<file path="src/rtl/reg_file_pkg.sv">
// Shared defaults and the register-address type for the register file,
// its scoreboard and the decoder.
package reg_file_pkg;
  localparam int DATA_W_D = 32;
  localparam int ADDR_W_D = 5;
  localparam int NRD_D    = 2;

  typedef logic [ADDR_W_D-1:0] reg_addr_t;
endpackage

</file>
<file path="src/rtl/reg_file_sb_if.sv">
// Read, write, reservation and status signals of the register file.
interface reg_file_sb_if
  import reg_file_pkg::*;
#(
  parameter int DATA_W = DATA_W_D,
  parameter int ADDR_W = ADDR_W_D,
  parameter int NRD    = NRD_D
);
  logic [NRD*ADDR_W-1:0] raddr;
  logic [NRD*DATA_W-1:0] rdata;
  logic [NRD-1:0]        rbusy;
  logic                  we0;
  logic [ADDR_W-1:0]     waddr0;
  logic [DATA_W-1:0]     wdata0;
  logic                  we1;
  logic [ADDR_W-1:0]     waddr1;
  logic [DATA_W-1:0]     wdata1;
  logic                  rsv_valid;
  logic [ADDR_W-1:0]     rsv_addr;
  logic                  rsv_ready;
  logic [ADDR_W:0]       busy_cnt;
  logic                  wr_collide;

  modport master (
    output raddr, we0, waddr0, wdata0, we1, waddr1, wdata1, rsv_valid, rsv_addr,
    input  rdata, rbusy, rsv_ready, busy_cnt, wr_collide
  );
  modport slave (
    input  raddr, we0, waddr0, wdata0, we1, waddr1, wdata1, rsv_valid, rsv_addr,
    output rdata, rbusy, rsv_ready, busy_cnt, wr_collide
  );
endinterface

</file>
<file path="src/rtl/reg_scoreboard.sv">
// Write-pending scoreboard: busy bits, reservation acceptance and an
// incrementally maintained count of busy registers.
module reg_scoreboard
  import reg_file_pkg::*;
#(
  parameter int ADDR_W = ADDR_W_D
) (
  input  logic                  clk,
  input  logic                  rst_n,
  input  logic                  clr0,
  input  logic [ADDR_W-1:0]     clr_addr0,
  input  logic                  clr1,
  input  logic [ADDR_W-1:0]     clr_addr1,
  input  logic                  rsv_valid,
  input  logic [ADDR_W-1:0]     rsv_addr,
  output logic                  rsv_ready,
  output logic [2**ADDR_W-1:0]  busy,
  output logic [ADDR_W:0]       busy_cnt
);
  localparam int NREGS = 2**ADDR_W;

  logic [NREGS-1:0] clr_vec, set_vec;
  logic             set_en, inc, dec0, dec1;

  always_comb begin
    clr_vec = '0;
    if (clr0) clr_vec[clr_addr0] = 1'b1;
    if (clr1) clr_vec[clr_addr1] = 1'b1;
    rsv_ready = (rsv_addr == '0) || !busy[rsv_addr] || clr_vec[rsv_addr];
    set_en    = rsv_valid && rsv_ready && (rsv_addr != '0);
    set_vec   = '0;
    if (set_en) set_vec[rsv_addr] = 1'b1;
    // Count only real transitions: a set over a same-cycle clear keeps the bit
    // at 1, and two writes to one address clear it once.
    inc  = set_en && !busy[rsv_addr];
    dec0 = clr0 && busy[clr_addr0] && !set_vec[clr_addr0];
    dec1 = clr1 && busy[clr_addr1] && !set_vec[clr_addr1] &&
           !(clr0 && (clr_addr0 == clr_addr1));
  end

  always_ff @(posedge clk or negedge rst_n) begin
    if (!rst_n) begin
      busy     <= '0;
      busy_cnt <= '0;
    end else begin
      busy     <= (busy & ~clr_vec) | set_vec;
      busy_cnt <= busy_cnt + (ADDR_W+1)'(inc) - (ADDR_W+1)'(dec0) - (ADDR_W+1)'(dec1);
    end
  end
endmodule

</file>
<file path="src/rtl/reg_file_sb.sv">
// Multi-port register file with write bypass, dual-write collision flag and a
// reservation scoreboard; register 0 is hardwired to zero.
module reg_file_sb
  import reg_file_pkg::*;
#(
  parameter int DATA_W = DATA_W_D,
  parameter int ADDR_W = ADDR_W_D,
  parameter int NRD    = NRD_D
) (
  input  logic          clk,
  input  logic          rst_n,
  reg_file_sb_if.slave  bus
);
  localparam int NREGS = 2**ADDR_W;

  logic [NREGS-1:0][DATA_W-1:0] regs;
  logic [NREGS-1:0]             busy;
  logic                         wr0, wr1, collide;

  assign wr0     = bus.we0 && (bus.waddr0 != '0);
  assign wr1     = bus.we1 && (bus.waddr1 != '0);
  assign collide = wr0 && wr1 && (bus.waddr0 == bus.waddr1);

  // Port 1 is written last so it wins on a same-address collision.
  always_ff @(posedge clk or negedge rst_n) begin
    if (!rst_n) begin
      regs       <= '0;
      bus.wr_collide <= 1'b0;
    end else begin
      if (wr0 && !collide) regs[bus.waddr0] <= bus.wdata0;
      if (wr1)             regs[bus.waddr1] <= bus.wdata1;
      bus.wr_collide <= collide;
    end
  end

  for (genvar k = 0; k < NRD; k++) begin : g_rd
    logic [ADDR_W-1:0] ra;
    assign ra = bus.raddr[k*ADDR_W +: ADDR_W];
    assign bus.rdata[k*DATA_W +: DATA_W] =
      (ra == '0)                    ? '0 :
      (wr1 && bus.waddr1 == ra)     ? bus.wdata1 :
      (wr0 && bus.waddr0 == ra)     ? bus.wdata0 : regs[ra];
    assign bus.rbusy[k] = (ra != '0) && busy[ra];
  end

  reg_scoreboard #(.ADDR_W(ADDR_W)) u_sb (
    .clk       (clk),
    .rst_n     (rst_n),
    .clr0      (wr0),
    .clr_addr0 (bus.waddr0),
    .clr1      (wr1),
    .clr_addr1 (bus.waddr1),
    .rsv_valid (bus.rsv_valid),
    .rsv_addr  (bus.rsv_addr),
    .rsv_ready (bus.rsv_ready),
    .busy      (busy),
    .busy_cnt  (bus.busy_cnt)
  );
endmodule

</file>
<file path="src/flat_wrapper.sv">
// flat-port wrapper written by rule: the top's interface ports become plain ports
module reg_file_sb_flat import reg_file_pkg::*;
#(
  parameter int DATA_W = DATA_W_D,
  parameter int ADDR_W = ADDR_W_D,
  parameter int NRD    = NRD_D
)
  (clk, rst_n, bus_raddr, bus_we0, bus_waddr0, bus_wdata0, bus_we1, bus_waddr1, bus_wdata1, bus_rsv_valid, bus_rsv_addr, bus_rdata, bus_rbusy, bus_rsv_ready, bus_busy_cnt, bus_wr_collide);
  reg_file_sb_if #(.DATA_W(DATA_W), .ADDR_W(ADDR_W), .NRD(NRD)) bus_i ();
  input  logic clk;
  input  logic rst_n;
  input wire logic [$bits(bus_i.raddr)-1:0] bus_raddr;
  input wire logic [$bits(bus_i.we0)-1:0] bus_we0;
  input wire logic [$bits(bus_i.waddr0)-1:0] bus_waddr0;
  input wire logic [$bits(bus_i.wdata0)-1:0] bus_wdata0;
  input wire logic [$bits(bus_i.we1)-1:0] bus_we1;
  input wire logic [$bits(bus_i.waddr1)-1:0] bus_waddr1;
  input wire logic [$bits(bus_i.wdata1)-1:0] bus_wdata1;
  input wire logic [$bits(bus_i.rsv_valid)-1:0] bus_rsv_valid;
  input wire logic [$bits(bus_i.rsv_addr)-1:0] bus_rsv_addr;
  output wire logic [$bits(bus_i.rdata)-1:0] bus_rdata;
  output wire logic [$bits(bus_i.rbusy)-1:0] bus_rbusy;
  output wire logic [$bits(bus_i.rsv_ready)-1:0] bus_rsv_ready;
  output wire logic [$bits(bus_i.busy_cnt)-1:0] bus_busy_cnt;
  output wire logic [$bits(bus_i.wr_collide)-1:0] bus_wr_collide;
  assign bus_i.raddr = bus_raddr;
  assign bus_i.we0 = bus_we0;
  assign bus_i.waddr0 = bus_waddr0;
  assign bus_i.wdata0 = bus_wdata0;
  assign bus_i.we1 = bus_we1;
  assign bus_i.waddr1 = bus_waddr1;
  assign bus_i.wdata1 = bus_wdata1;
  assign bus_i.rsv_valid = bus_rsv_valid;
  assign bus_i.rsv_addr = bus_rsv_addr;
  assign bus_rdata = bus_i.rdata;
  assign bus_rbusy = bus_i.rbusy;
  assign bus_rsv_ready = bus_i.rsv_ready;
  assign bus_busy_cnt = bus_i.busy_cnt;
  assign bus_wr_collide = bus_i.wr_collide;
  reg_file_sb #(.DATA_W(DATA_W), .ADDR_W(ADDR_W), .NRD(NRD)) u_core (.clk(clk), .rst_n(rst_n), .bus(bus_i));
endmodule
</file>
<file path="config.mk">
export PLATFORM = sky130hd
export DESIGN_NAME = reg_file_sb_flat
export DESIGN_NICKNAME = d
export VERILOG_FILES = /design/src/rtl/reg_file_pkg.sv /design/src/rtl/reg_file_sb_if.sv /design/src/rtl/reg_scoreboard.sv /design/src/rtl/reg_file_sb.sv /design/src/flat_wrapper.sv
export SDC_FILE = /design/constraint.sdc
export NUM_CORES = 2
export LEC_CHECK = 0
export CAP_MARGIN = 20
export CORE_MARGIN = 2
export CORE_UTILIZATION = 25
export CTS_CLUSTER_SIZE = 8
export DETAILED_ROUTE_END_ITERATION = 16
export DONT_BUFFER_PORTS = 1
export PLACE_DENSITY = 0.5
export RECOVER_POWER = 100
export SLEW_MARGIN = 40
export SYNTH_ARGS = -nofsm -noshare
export SYNTH_HDL_FRONTEND = slang
export SYNTH_SLANG_ARGS = --single-unit
</file>
<file path="constraint.sdc">
create_clock -name clk -period 5 [get_ports clk]
set_clock_uncertainty 0.2 [all_clocks]
set_input_delay 1 -clock clk [delete_from_list [all_inputs] [get_ports clk]]
set_output_delay 1 -clock clk [all_outputs]
set_load 0.01 [all_outputs]
</file>
==> results.txt <==
Critical Path Sink: bus_rdata[4]
DIE AREA: 278000 um2
Drt initial violations: 8364
Kind of critical path: in2out
Clock transition at the registers of the reported paths: 60 ps
Crit path max fanout: 267
Cells after synthesis: 6875
PD cells: 393 nW/um2
Failing checks: max-capacitance violations, max-slew violations, negative setup slack
Final worst setup slack: -132 ps
DR vias/cell: 5.82
Layout Cells excl Fill: 10100
Crit path from: bus_raddr[0]
Routed WL per cell: 31.6 um
Final setup TNS: -762 ps
Gpl congestion: 0.839
Leading cell types in the layout, fill and taps excluded: nand2_1, dfrtp_1, nor2_1, mux4_2, mux2i_1
Placed instance area: 72900 um2
Slew Viols, Final: 493
Post-synthesis async set-or-reset flop share: 1.00
Critical Path Sink Type: primary output
Synth Flop Type: dfrtp_1
Share of the synthesized area in the top cell type: 0.389
Largest net degree at the start of global routing: 268
Num rows: 192
Crit path time final: 5130 ps
PortBufs: 0
Initial antenna violation count: 15
Maximum VDD drop: 0.364 mV
WL final: 318 mm
Switching power: 9.19 mW
Vias in the first global route: 57500
Clock Power Share: 0.324
Grt total ovfl: 0
Max-Cap Viols: 20
Global-route wire length before repair: 448 mm
Number of CTS-inserted buffers: 152
Die Ht: 527 um
WHS: 71.5 ps
Fmax: 195 MHz
Final Cycle Share: 1.03
Syn_area_per_cell: 9.95 um2
Dpl ws: -17.2 ps
Max H-tree Level: 4
Cell Area, Synth: 68400 um2
Reg power frac: 0.425
Dpl hpwl: 179 mm
Seq/Total Area, Yosys: 0.389
Most common cell after layout, fill and taps aside: nand2_1
Sw Share: 0.307
Yosys warning total: 0
Width of the die: 527 um
Setup crit start kind: input port
Cell count of the worst reg-to-reg path: 12
Least-Margin Pin Slew: 2540 ps
Status: finished with violations
Pleak: 30.6 nW
Post-synth EDFFs: 0
Worst Path Arrival: 3930 ps
FF-to-FF End: u_core.u_sb.busy_cnt[5]
R2r setup slk: 850 ps
#FFs+latches synth: 1063
Clock tree buffer depth: 3
# nets final: 6551
Comb pwr share: 0.251
Final setup fails: 11
Pint: 20.7 mW
Pre-Repair DR Iteration Count: 9
CTS Sinks: 1063
Total core area: 273000 um2
Routed Antenna Nets: 0
DR vias: 58500
Root Driver: clkbuf_16
CP required: 3800 ps
Post-synthesis cell type count: 69
Initial core utilization: 0.251
Synth-to-layout area growth: 11.4%
Placed Cells: 9882
IO Pins: 168
Syn_nets: 6977
Leading post-synthesis cells by cell area: dfrtp_1, mux4_2, mux2i_1, nand2_1, nor2_1
Final hold vios: 0
Slew margin rel.: -0.694
GRT Total Usage: 0.224
Top cell type by total area after synthesis: dfrtp_1
Final Cell Area: 76200 um2
DR DRC count: 0
Layout cell share with drive strength beyond 1: 0.179
Hold Crit Class: in2async
Worst-skew pair later-pin latency: 810 ps
TritonCTS clock tree: yes
R2R Path Start: u_core.u_sb.busy[30]
-- cells in the mapped netlist (8+ instances only) --
cell type / instances
a21oi_1: 474
a22oi_1: 30
a31oi_1: 397
a32o_1: 26
and2_1: 11
buf_1: 67
buf_2: 150
buf_4: 18
clkbuf_1: 634
dfrtp_1: 1063
inv_1: 13
mux2i_1: 522
mux4_2: 685
nand2_1: 1383
nand2b_1: 11
nand3_1: 105
nor2_1: 729
nor2b_1: 8
nor3_1: 9
nor3_2: 8
o211ai_1: 90
o21ai_0: 199
o21ai_1: 64
o22ai_1: 17
or2_2: 9
xnor2_1: 18
xor2_1: 19
-- worst max-delay path, stage by stage --
cell and delay, ps:
mux4_2 970, mux4_2 540, mux2i_1 240, nand2_1 130, o211ai_1 160, a21oi_1 100
clkbuf_1 170
-- routing by layer --
layer  vias up  part of all wire  global-route usage
met5         -           0.00030                   0
met4         8             0.056               0.107
met2      3792              0.45               0.346
met1     30000              0.38               0.285
met3       828              0.12              0.0665
li1      23900                 -                   -
-- registers in the layout, indices dropped and copies added, names as in the netlist --
| register | count |
|---|---|
| u_core.regs | 1024 |
| u_core.bus.wr_collide | 1 |
| u_core.u_sb.busy | 32 |
| u_core.u_sb.busy_cnt | 6 |
-- worst min path at each step --
stage	end	cells past startpoint	from
finish	u_core.bus.wr_collide	1	rst_n
global route	u_core.regs[799]	2	bus_wdata1[31]
CTS	u_core.regs[574]	2	bus_wdata1[30]
detailed placement	u_core.regs[21]	0	u_core.regs[21]
global placement	u_core.regs[24]	0	u_core.regs[24]
floorplan	u_core.regs[0]	1	u_core.regs[0]
-- kinds of logic (layout without fill, tap and decap cells) --
| group | Yosys count | after routing | share of synthesized area |
|---|---|---|---|
| other | 0 | 3 | 0 |
| xor gates and xnor gates | 37 | 37 | 0.00474 |
| and+or+nand+nor | 2325 | 2325 | 0.135 |
| DFF | 1063 | 1063 | 0.389 |
| muxes | 1208 | 1208 | 0.302 |
| buffers and inverters | 888 | 484 | 0.0526 |
| AOI/OAI and AO/OA | 1346 | 1346 | 0.115 |
| adders and majority gates | 8 | 8 | 0.00168 |
-- power by group through the flow --
stage               registers [mW]  clock network, mW  logic [mW]
floorplan                     12.1                  0        6.13
global placement              12.5                  0        7.40
detailed placement            12.7                  0        7.62
CTS                           12.6               9.80        7.63
global route                  13.0               10.1        8.15
finish                        12.7               9.70        7.50
-- through the flow --
step	total power, mW	util
global placement	19.9	0.266
CTS	30.0	0.282
finish	29.9	0.279
global route	31.3	0.279
detailed placement	20.4	0.267
floorplan	18.2	-
-- area by class of cell --
class                           count  area (um2)
Fill cell                       28200      197000
Timing Repair Buffer              295        2410
Multi-Input combinational cell   4924       38500
Clock buffer                      160        3860
Sequential cell                  1063       26600
Inverter                           13        48.8
Clock inverter                     16         230
Tap cell                         3589        4490
Antenna cell                        3        7.51
-- what timing repair did --
item	in CTS	in global routing
endpoints found under the setup margin	0	95
hold buffers	1	0
endpoints found under the hold margin	104	0
setup buffers	0	0
gates resized for setup	0	1
(Power assumes the default switching activity.)
